$ cat src/rtl/ifetch_ctrl_if.sv
`default_nettype none
// ============================================================================
//  Module      : ifetch_ctrl_if
//  Description : Instruction-memory request port and decode-side handshake
//                bundled for the instruction-fetch responder.
//  Revision    : 1.0 - initial release
// ============================================================================
interface ifetch_ctrl_if #(
    parameter int DATA_W = 32
);
    // Instruction-memory port (req/gnt/rvalid, in-order responses)
    logic              imem_req_o;
    logic [DATA_W-1:0] imem_addr_o;
    logic              imem_gnt_i;
    logic              imem_rvalid_i;
    logic [DATA_W-1:0] imem_rdata_i;

    // Decode-side valid/ready handshake
    logic              inst_valid_o;
    logic [DATA_W-1:0] inst_o;
    logic [DATA_W-1:0] inst_pc_o;
    logic              inst_ready_i;

    // Fetch unit side
    modport master (
        output imem_req_o, imem_addr_o,
        input  imem_gnt_i, imem_rvalid_i, imem_rdata_i,
        output inst_valid_o, inst_o, inst_pc_o,
        input  inst_ready_i
    );

    // Memory / decode side
    modport slave (
        input  imem_req_o, imem_addr_o,
        output imem_gnt_i, imem_rvalid_i, imem_rdata_i,
        input  inst_valid_o, inst_o, inst_pc_o,
        output inst_ready_i
    );
endinterface
`default_nettype wire

$ cat src/rtl/ifetch_ctrl.sv
`default_nettype none
// ============================================================================
//  Module      : ifetch_ctrl
//  Description : Instruction-fetch responder. Issues in-order fetches for the
//                current PC, queues returned words with their PCs and hands
//                them to decode; squashes in-flight fetches on a redirect.
//                DEPTH must be 2 or 4 (power of two, pointers wrap freely).
//  Revision    : 1.0 - initial release
// ============================================================================
module ifetch_ctrl #(
    parameter int DATA_W = 32,
    parameter int DEPTH  = 2
) (
    input  wire               clk_i,
    input  wire               rst_n_i,
    input  wire  [DATA_W-1:0] pc_i,
    input  wire               flush_i,
    output logic              hold_flag_o,
    ifetch_ctrl_if.master     bus
);

    localparam int c_ptr_w  = $clog2(DEPTH);
    localparam int c_cnt_w  = $clog2(DEPTH + 1);
    localparam int c_cnt_w1 = c_cnt_w + 1;

    // Queue storage: one slot per outstanding fetch
    logic [DATA_W-1:0]  r_pc   [DEPTH];
    logic [DATA_W-1:0]  r_data [DEPTH];
    logic [DEPTH-1:0]   r_filled;

    logic [c_ptr_w-1:0] r_alloc_ptr;
    logic [c_ptr_w-1:0] r_fill_ptr;
    logic [c_ptr_w-1:0] r_head_ptr;
    logic [c_cnt_w-1:0] r_alloc_cnt;
    logic [c_cnt_w-1:0] r_drop_cnt;
    logic               r_started;

    logic               w_pop;
    logic               w_req;
    logic               w_accept;
    logic               w_fill;
    logic               w_drop;
    logic [c_cnt_w-1:0] w_filled_cnt;
    logic [c_cnt_w-1:0] w_unfilled;
    logic [c_cnt_w-1:0] w_drop_sum;
    logic [c_cnt_w-1:0] w_flush_drop;
    logic [c_cnt_w:0]   w_credit_used;

    // Count slots already holding a returned word
    always_comb begin
        w_filled_cnt = '0;
        for (int i = 0; i < DEPTH; i++) begin
            w_filled_cnt = w_filled_cnt + c_cnt_w'(r_filled[i]);
        end
    end

    // Allocated slots still waiting for their response
    assign w_unfilled = r_alloc_cnt - w_filled_cnt;

    // Decode handshake; a redirect hides the head so nothing pops in that cycle
    assign bus.inst_valid_o = r_filled[r_head_ptr] & ~flush_i;
    assign bus.inst_o       = r_data[r_head_ptr];
    assign bus.inst_pc_o    = r_pc[r_head_ptr];
    assign w_pop            = bus.inst_valid_o & bus.inst_ready_i;

    // Credit counts live slots plus responses still owed to the discard path;
    // a same-cycle pop returns its slot so a 1-cycle memory can stream.
    assign w_credit_used = {1'b0, r_alloc_cnt} + {1'b0, r_drop_cnt}
                         - c_cnt_w1'(w_pop);
    assign w_req         = r_started & ~flush_i & (w_credit_used < c_cnt_w1'(DEPTH));
    assign w_accept      = w_req & bus.imem_gnt_i;

    assign bus.imem_req_o  = w_req;
    assign bus.imem_addr_o = pc_i;
    assign hold_flag_o     = ~w_accept;

    // Responses go to the discard path first; a stray one with nothing owed is ignored
    assign w_drop = bus.imem_rvalid_i & (r_drop_cnt != '0);
    assign w_fill = bus.imem_rvalid_i & (r_drop_cnt == '0) & (w_unfilled != '0);

    // On redirect every unfilled slot becomes a response to discard, minus
    // one if that response is arriving right now (it is pre-redirect traffic)
    assign w_drop_sum   = r_drop_cnt + w_unfilled;
    assign w_flush_drop = (bus.imem_rvalid_i && (w_drop_sum != '0))
                        ? w_drop_sum - c_cnt_w'(1) : w_drop_sum;

    // Start-up flag: requests are held off for the first cycle out of reset
    always_ff @(posedge clk_i or negedge rst_n_i) begin
        if (!rst_n_i) begin
            r_started <= 1'b0;
        end else begin
            r_started <= 1'b1;
        end
    end

    // Queue pointers, occupancy and discard bookkeeping
    always_ff @(posedge clk_i or negedge rst_n_i) begin
        if (!rst_n_i) begin
            r_alloc_ptr <= '0;
            r_fill_ptr  <= '0;
            r_head_ptr  <= '0;
            r_alloc_cnt <= '0;
            r_drop_cnt  <= '0;
        end else if (flush_i) begin
            r_alloc_ptr <= '0;
            r_fill_ptr  <= '0;
            r_head_ptr  <= '0;
            r_alloc_cnt <= '0;
            r_drop_cnt  <= w_flush_drop;
        end else begin
            if (w_accept) r_alloc_ptr <= r_alloc_ptr + c_ptr_w'(1);
            if (w_fill)   r_fill_ptr  <= r_fill_ptr + c_ptr_w'(1);
            if (w_pop)    r_head_ptr  <= r_head_ptr + c_ptr_w'(1);
            if (w_drop)   r_drop_cnt  <= r_drop_cnt - c_cnt_w'(1);
            r_alloc_cnt <= r_alloc_cnt + c_cnt_w'(w_accept) - c_cnt_w'(w_pop);
        end
    end

    // Slot contents: PC on accept, word on fill, filled flag tracks both plus pop
    always_ff @(posedge clk_i or negedge rst_n_i) begin
        if (!rst_n_i) begin
            for (int i = 0; i < DEPTH; i++) begin
                r_pc[i]   <= '0;
                r_data[i] <= '0;
            end
            r_filled <= '0;
        end else if (flush_i) begin
            r_filled <= '0;
        end else begin
            if (w_pop) begin
                r_filled[r_head_ptr] <= 1'b0;
            end
            if (w_accept) begin
                r_pc[r_alloc_ptr]     <= pc_i;
                r_filled[r_alloc_ptr] <= 1'b0;
            end
            if (w_fill) begin
                r_data[r_fill_ptr]   <= bus.imem_rdata_i;
                r_filled[r_fill_ptr] <= 1'b1;
            end
        end
    end

endmodule
`default_nettype wire

$ cat src/flat_wrapper.sv
// flat-port wrapper written by rule: the top's interface ports become plain ports
module ifetch_ctrl_flat 
#(
    parameter int DATA_W = 32,
    parameter int DEPTH  = 2
)
  (clk_i, rst_n_i, pc_i, flush_i, hold_flag_o, bus_imem_req_o, bus_imem_addr_o, bus_imem_gnt_i, bus_imem_rvalid_i, bus_imem_rdata_i, bus_inst_valid_o, bus_inst_o, bus_inst_pc_o, bus_inst_ready_i);
  ifetch_ctrl_if #(.DATA_W(DATA_W)) bus_i ();
  input  wire clk_i;
  input  wire rst_n_i;
  input  wire  [DATA_W-1:0] pc_i;
  input  wire flush_i;
  output logic hold_flag_o;
  output wire logic [$bits(bus_i.imem_req_o)-1:0] bus_imem_req_o;
  output wire logic [$bits(bus_i.imem_addr_o)-1:0] bus_imem_addr_o;
  input wire logic [$bits(bus_i.imem_gnt_i)-1:0] bus_imem_gnt_i;
  input wire logic [$bits(bus_i.imem_rvalid_i)-1:0] bus_imem_rvalid_i;
  input wire logic [$bits(bus_i.imem_rdata_i)-1:0] bus_imem_rdata_i;
  output wire logic [$bits(bus_i.inst_valid_o)-1:0] bus_inst_valid_o;
  output wire logic [$bits(bus_i.inst_o)-1:0] bus_inst_o;
  output wire logic [$bits(bus_i.inst_pc_o)-1:0] bus_inst_pc_o;
  input wire logic [$bits(bus_i.inst_ready_i)-1:0] bus_inst_ready_i;
  assign bus_imem_req_o = bus_i.imem_req_o;
  assign bus_imem_addr_o = bus_i.imem_addr_o;
  assign bus_i.imem_gnt_i = bus_imem_gnt_i;
  assign bus_i.imem_rvalid_i = bus_imem_rvalid_i;
  assign bus_i.imem_rdata_i = bus_imem_rdata_i;
  assign bus_inst_valid_o = bus_i.inst_valid_o;
  assign bus_inst_o = bus_i.inst_o;
  assign bus_inst_pc_o = bus_i.inst_pc_o;
  assign bus_i.inst_ready_i = bus_inst_ready_i;
  ifetch_ctrl #(.DATA_W(DATA_W), .DEPTH(DEPTH)) u_core (.clk_i(clk_i), .rst_n_i(rst_n_i), .pc_i(pc_i), .flush_i(flush_i), .hold_flag_o(hold_flag_o), .bus(bus_i));
endmodule
$ cat config.mk
export PLATFORM = sky130hd
export DESIGN_NAME = ifetch_ctrl_flat
export DESIGN_NICKNAME = d
export VERILOG_FILES = /design/src/rtl/ifetch_ctrl_if.sv /design/src/rtl/ifetch_ctrl.sv /design/src/flat_wrapper.sv
export SDC_FILE = /design/constraint.sdc
export NUM_CORES = 1
export LEC_CHECK = 0
export CORE_MARGIN = 2
export CORE_UTILIZATION = 45
export DETAILED_ROUTE_END_ITERATION = 10
export PLACE_DENSITY = 0.75
export SYNTH_ARGS = -nofsm -noshare
export SYNTH_HDL_FRONTEND = slang
export SYNTH_SLANG_ARGS = --single-unit
$ cat constraint.sdc
create_clock -name clk_i -period 6.3 [get_ports clk_i]
set_input_delay 1.89 -clock clk_i [delete_from_list [all_inputs] [get_ports clk_i]]
set_output_delay 1.89 -clock clk_i [all_outputs]
set_load 0.01 [all_outputs]
==> flow_metrics.py, run 1 <==
metrics = {
    "cells_and_area": {
        "syn2layout_area_growth_pct": 33.4,
        "seq_area_um2": 3450,
        "n_fill_cell": 1103,
        "drive_gt1_share_pct": 38.9,
        "finalNetCount": 676,
        "multi_input_area_um2": 2630,
        "antenna_cells": 0,
        "layoutNonFillerInstCount": 793,
    },
    "clock_network": {
        "clk_pin_slew_ns": 0.06,
        "cts.sinks": 138,
        "htreeDepth": 4,
        "clockRootBuffer": "clkbuf_16",
        "clock_latency_ns": 0.41,
        "cts_tree": "yes",
        "cts_resized": 1,
        "cts_setup_buffers": 0,
        "clock_path_buffers": 2,
        "ctsHoldBuffers": 0,
        "cts_made_buffers": 17,
    },
    "yosys": {
        "synth_commonest_cells": "mux2_2 (189), dfrtp_1 (138), buf_4 (33)",
        "ys_types": 35,
        "avgSynthCellArea_um2": 14.4,
        "ys_dominant_reg_cell": "dfrtp_1",
        "async_flop_share_pct": 100,
        "synth-xor-area-share_pct": 1.21,
        "ys_ff_latch": 138,
        "synth_area_leaders": "dfrtp_1 (53%), mux2_2 (33%), buf_4 (3.8%), buf_6 (1.6%), ha_1 (1.5%)",
        "synth_compound_area_share_pct": 0.996,
        "muxShareOfSynthArea_pct": 33.4,
        "synth_cells": 455,
        "yosysSeqAreaShare_pct": 52.9,
        "synth_top_family_by_area": "multiplexers",
        "synth_top_area_cell": "dfrtp_1",
        "synth_most_common_cell": "mux2_2",
        "synthAdderAreaFrac_pct": 2.14,
        "synth_nets": 535,
        "synth_simple_gate_area_share_pct": 2.49,
        "syn_area_um2": 6530,
        "yosys.area.top_type_share_pct": 52.9,
        "synth-edff-count": 0,
        "ys_warn_count": 0,
    },
    "sta": {
        "fin_crit_sh_pct": 97.1,
        "setup_viol": 0,
        "worst_pin_slew_ns": 0.952,
        "max_slew_margin_pct": 36.3,
        "period_needed_ns": 6.12,
        "holdWs_ns": 0.483,
        "clock.fmax_ghz": 0.164,
        "clock_skew_ns": 0.0138,
        "hold_viol_final": 0,
        "tns_ns": 0,
        "slew_viol_final": 0,
        "rsz0062_at_grt": "false",
    },
    "setup_path": {
        "cp-start-kind": "input port",
        "cp_top_family": "buffers and inverters",
        "slowest_delay_ns": 0.48,
        "crit_required_ns": 4.41,
        "worst-path-max-fanout": 2,
        "path_buf_inv": 4,
        "end_kind": "output pin",
        "arrival_ns": 4.23,
        "slowest_stage": "clkdlybuf4s50_1",
        "worstPathCellList": "clkdlybuf4s50_1 -> nor2_1 -> and2_1 -> ha_1 -> inv_1 -> nand2_1 -> fa_1 -> xnor2_1 -> nor4b_4 -> inv_2 -> dlygate4sd2_1",
        "crit_type": "input port to output pin",
    },
    "pwr": {
        "switching_share_pct": 27.1,
        "seq_power_share_pct": 36.2,
        "p_leak_nw": 4.02,
        "clkPwrFrac_pct": 29.3,
        "comb_power_share_pct": 34.5,
        "ir_drop_uv": 202,
        "p_switching_w": 0.000932,
        "power_w": 0.00344,
        "p_per_area_nw_per_um2": 394,
        "internal_power_w": 0.00250,
    },
    "floorplanning": {
        "start_util_pct": 45.5,
        "num_rows": 44,
        "die_w_um": 124,
        "die_area_um2": 15500,
        "coreArea_um2": 14400,
        "num_io_pins": 169,
        "die_y_um": 124,
    },
    "grt": {
        "grt_pass1_wl_um": 22400,
        "antenna_found_initial": 0,
        "grt_usage_pct": 18.2,
        "grt_pass1_vias": 4448,
        "grt_max_degree": 88,
        "overflow": 0,
    },
    "placed_design": {
        "io_buffers": 168,
        "hpwl_um": 9100,
        "dp_cells": 761,
        "gp_congestion": 0.795,
    },
    "outcome": {
        "outcome": "finished clean",
    },
    "routing": {
        "drtIter0Drc": 145,
        "wl_per_cell_um": 17.3,
        "dr_wl_met2_um": 7130,
        "met1_length_um": 5640,
        "maxUsedRoutingLayer": "met4",
        "final_antenna_net_count": 0,
        "totalWireLength_um": 13700,
        "routed_via_density": 5.05,
        "vias": 4002,
        "drc": 0,
        "firstDrtPassIters": 4,
        "wl_met3_um": 691,
    },
    "run": {
        "drv_cap": 0,
    },
    "min_path": {
        "hold_path.class": "register to register",
    },
}
cells in the final DEF (no fill, tap or decap), types with 2 or more instances in the layout:
cell,n
mux2i_1,2
clkbuf_16,17
clkinv_4,3
dfrtp_1,137
clkinvlp_4,4
clkbuf_1,2
fa_1,2
nor2b_1,4
bufinv_16,3
xnor2_1,8
inv_1,12
buf_4,8
clkdlybuf4s50_1,165
nand2_1,10
ha_1,8
o21ai_0,3
nor2_1,4
mux2_1,3
mux2_2,189
inv_6,2
area by class of cell:
cell class / count / area share, %
Inverter: 13 / 0.560
Timing Repair Buffer: 176 / 20.0
Sequential cell: 138 / 39.6
Clock inverter: 13 / 1.94
Multi-Input combinational cell: 250 / 30.2
Clock buffer: 19 / 4.97
Tap cell: 184 / 2.64
per-stage QoR:
stage	area (um2)	worst slack (ns)	utilization (%)
6_report	8710	0.185	60.6
5_1_grt	8710	0.0554	60.6
4_1_cts	8710	0.0752	60.6
3_5_place_dp	8110	-0.0353	56.4
3_3_place_gp	8110	0.0286	56.4
2_1_floorplan	6530	0.517	-
final timing paths:
kind	slack, ns	to	cells after the start	start
min in group asynchronous	1.53	u_core.r_pc[15]	1	rst_n_i
worst min-delay path	0.48	u_core.r_data[13]	1	u_core.r_data[13]
worst max register to register	2.79	u_core.r_pc[52]	14	u_core.r_head_ptr
worst min register to register	0.48	u_core.r_data[13]	1	u_core.r_data[13]
max in group asynchronous	3.54	u_core.r_head_ptr	2	rst_n_i
worst max-delay path	0.18	hold_flag_o	11	flush_i
state kept, by name, summed over array words and instances (netlist names):
signal	cells
u_core.r_drop_cnt	2
u_core.r_filled	2
u_core.r_started	1
u_core.r_pc	64
u_core.r_alloc_cnt	2
u_core.r_data	64
u_core.r_head_ptr	1
u_core.r_fill_ptr	1
u_core.r_alloc_ptr	1
power by group through the flow:
stage / clock network (W) / registers, W / logic [W]
detailed placement: 0 / 0.00126 / 0.00119
CTS: 0.00103 / 0.00124 / 0.00121
global route: 0.00107 / 0.00127 / 0.00127
floorplan: 0 / 0.00122 / 0.000655
finish: 0.00101 / 0.00124 / 0.00119
global placement: 0 / 0.00124 / 0.00117
kinds of logic after synthesis:
| logic type | Yosys count |
|---|---|
| adders and majority gates | 10 |
| DFF | 138 |
| other | 1 |
| buffers and inverters | 67 |
| muxes | 194 |
| AOI/OAI and AO/OA | 9 |
| and+or+nand+nor | 27 |
| xor gates and xnor gates | 9 |
metal layers:
layer | global-route usage (%) | up-vias
li1 | - | 1850
met1 | 21.0 | 2021
met2 | 31.6 | 114
met3 | 6.31 | 17
met4 | 6.28 | 0
met5 | 0 | -
No activity file was read; power rests on OpenSTA's default activity.
==> run 2: changes to the inputs <==
Settings changed: CORE_MARGIN 2 to default, CTS_CLUSTER_SIZE from default to 25.
==> flow_metrics.py, run 2 (synthesized netlist as in run 1, its figures left out) <==
metrics = {
    "outcome": {
        "outcome": "finished clean",
    },
    "sta": {
        "rsz0062_at_grt": "false",
        "worst_pin_slew_ns": 1.01,
        "period_needed_ns": 6.14,
        "clock.fmax_ghz": 0.163,
        "holdWs_ns": 0.498,
        "max_slew_margin_pct": 32.7,
        "slew_viol_final": 0,
        "setup_viol": 0,
        "hold_viol_final": 0,
        "fin_ws_ns": 0.156,
        "clock_skew_ns": 0.00736,
        "fin_crit_sh_pct": 97.5,
    },
    "setup_path": {
        "cp-start-kind": "input port",
        "slowest_delay_ns": 0.48,
        "worstPathCellList": "clkdlybuf4s50_1 -> nor2_1 -> and2_1 -> ha_1 -> inv_1 -> nand2_1 -> fa_1 -> xnor2_1 -> nor4b_4 -> inv_2 -> dlygate4sd2_1",
        "end_kind": "output pin",
        "rrSetupSlack_ns": 2.75,
        "slowest_stage": "clkdlybuf4s50_1",
        "crit_required_ns": 4.41,
        "crit_type": "input port to output pin",
        "worst-path-max-fanout": 2,
        "arrival_ns": 4.25,
        "path_buf_inv": 4,
        "cp_top_family": "buffers and inverters",
    },
    "placed_design": {
        "pre_cts_ws_ns": -0.0546,
        "hpwl_um": 9010,
        "io_buffers": 168,
        "gp_congestion": 0.804,
        "dpl-instance-area_um2": 8110,
    },
    "routing": {
        "drtIter0Drc": 169,
        "dr_wl_met2_um": 6910,
        "totalWireLength_um": 13600,
        "met1_length_um": 5610,
        "maxUsedRoutingLayer": "met4",
        "wl_met3_um": 704,
        "final_antenna_net_count": 0,
        "vias": 4042,
        "routed_via_density": 5.12,
        "wl_per_cell_um": 17.2,
        "firstDrtPassIters": 4,
        "drc": 0,
    },
    "cells_and_area": {
        "final_cell_mix": "mux2_2 (189), clkdlybuf4s50_1 (165), dfrtp_1 (137)",
        "finalNetCount": 676,
        "final_common_cell": "mux2_2",
        "syn2layout_area_growth_pct": 34.4,
        "top_regs": "u_core.r_data x64, u_core.r_pc x64",
        "final_cell_area_um2": 8780,
        "drive_gt1_share_pct": 39.1,
        "antenna_cells": 0,
        "n_fill_cell": 1075,
    },
    "floorplanning": {
        "num_rows": 43,
        "die_y_um": 122,
        "num_io_pins": 169,
        "coreArea_um2": 14000,
        "die_w_um": 122,
        "die_area_um2": 15000,
        "start_util_pct": 46.5,
    },
    "clock_network": {
        "htreeDepth": 4,
        "cts_tree": "yes",
        "clk_pin_slew_ns": 0.05,
        "cts_setup_buffers": 0,
        "clock_latency_ns": 0.42,
        "clockRootBuffer": "clkbuf_16",
        "cts_made_buffers": 17,
        "cts.sinks": 138,
        "clock_path_buffers": 2,
    },
    "pwr": {
        "ir_drop_uv": 210,
        "p_per_area_nw_per_um2": 404,
        "p_leak_nw": 4.06,
    },
    "grt": {
        "grt_pass1_wl_um": 22100,
        "grt_pass1_vias": 4487,
        "grt_max_degree": 90,
        "grt_usage_pct": 19.7,
        "overflow": 0,
        "antenna_found_initial": 0,
    },
    "run": {
        "drv_cap": 0,
    },
    "min_path": {
        "hold_path.class": "register to register",
    },
}
## run 2: cell type report
class | count | area (um2) | area share (%)
multi-input combinational | 250 | 2630 | 30.0
clock inverter | 12 | 219 | 2.49
sequential | 138 | 3450 | 39.3
clock buffer | 20 | 457 | 5.20
inverter | 13 | 48.8 | 0.556
tap | 180 | 225 | 2.56
timing repair buffer | 176 | 1740 | 19.9
## run 2: where the power goes
part | internal (W) | total [W] | switching [W]
clock network | 0.000761 | 0.00112 | 0.000364
registers | 0.00113 | 0.00124 | 0.000118
logic | 0.000751 | 0.00118 | 0.000431
total | 0.00264 | 0.00355 | 0.000913
## run 2: path summary, 6_finish.rpt
check	cells past startpoint	start	to
worst max-delay path	11	flush_i	hold_flag_o
worst min-delay path	1	u_core.r_data[13]	u_core.r_data[13]
worst max register to register	14	u_core.r_head_ptr	u_core.r_pc[54]
worst min register to register	1	u_core.r_data[13]	u_core.r_data[13]
max in group asynchronous	2	rst_n_i	u_core.r_head_ptr
min in group asynchronous	1	rst_n_i	u_core.r_pc[47]
## run 2: repair_timing
action | CTS | global route
setup endpoints to repair | 1 | 1
pin swaps | 0 | 0
resized for setup | 1 | 1
cloned | 0 | 0
hold buffers | 0 | 0
## run 2: through the flow
| step | power, W | util (%) | setup TNS, ns | instances |
|---|---|---|---|---|
| 6_report | 0.00355 | 62.5 | 0 | 789 |
| 5_1_grt | 0.00374 | 62.5 | 0 | 789 |
| 4_1_cts | 0.00360 | 62.5 | 0 | 789 |
| 3_5_place_dp | 0.00245 | 57.7 | -0.0546 | 757 |
| 3_3_place_gp | 0.00240 | 57.7 | 0 | 757 |
| 2_1_floorplan | 0.00187 | - | 0 | 455 |
## run 2: layer usage
metal / track usage [%] / vias up
met1: 22.3 / 2053
li1: - / 1844
met4: 10.1 / 0
met3: 6.09 / 27
met2: 33.6 / 118
met5: 0 / -
==> run 3: changes to the inputs <==
Settings changed: CTS_CLUSTER_DIAMETER from default to 50.
==> results of run 3 <==
Final layout, timing and power as in run 2 (identical DEF).
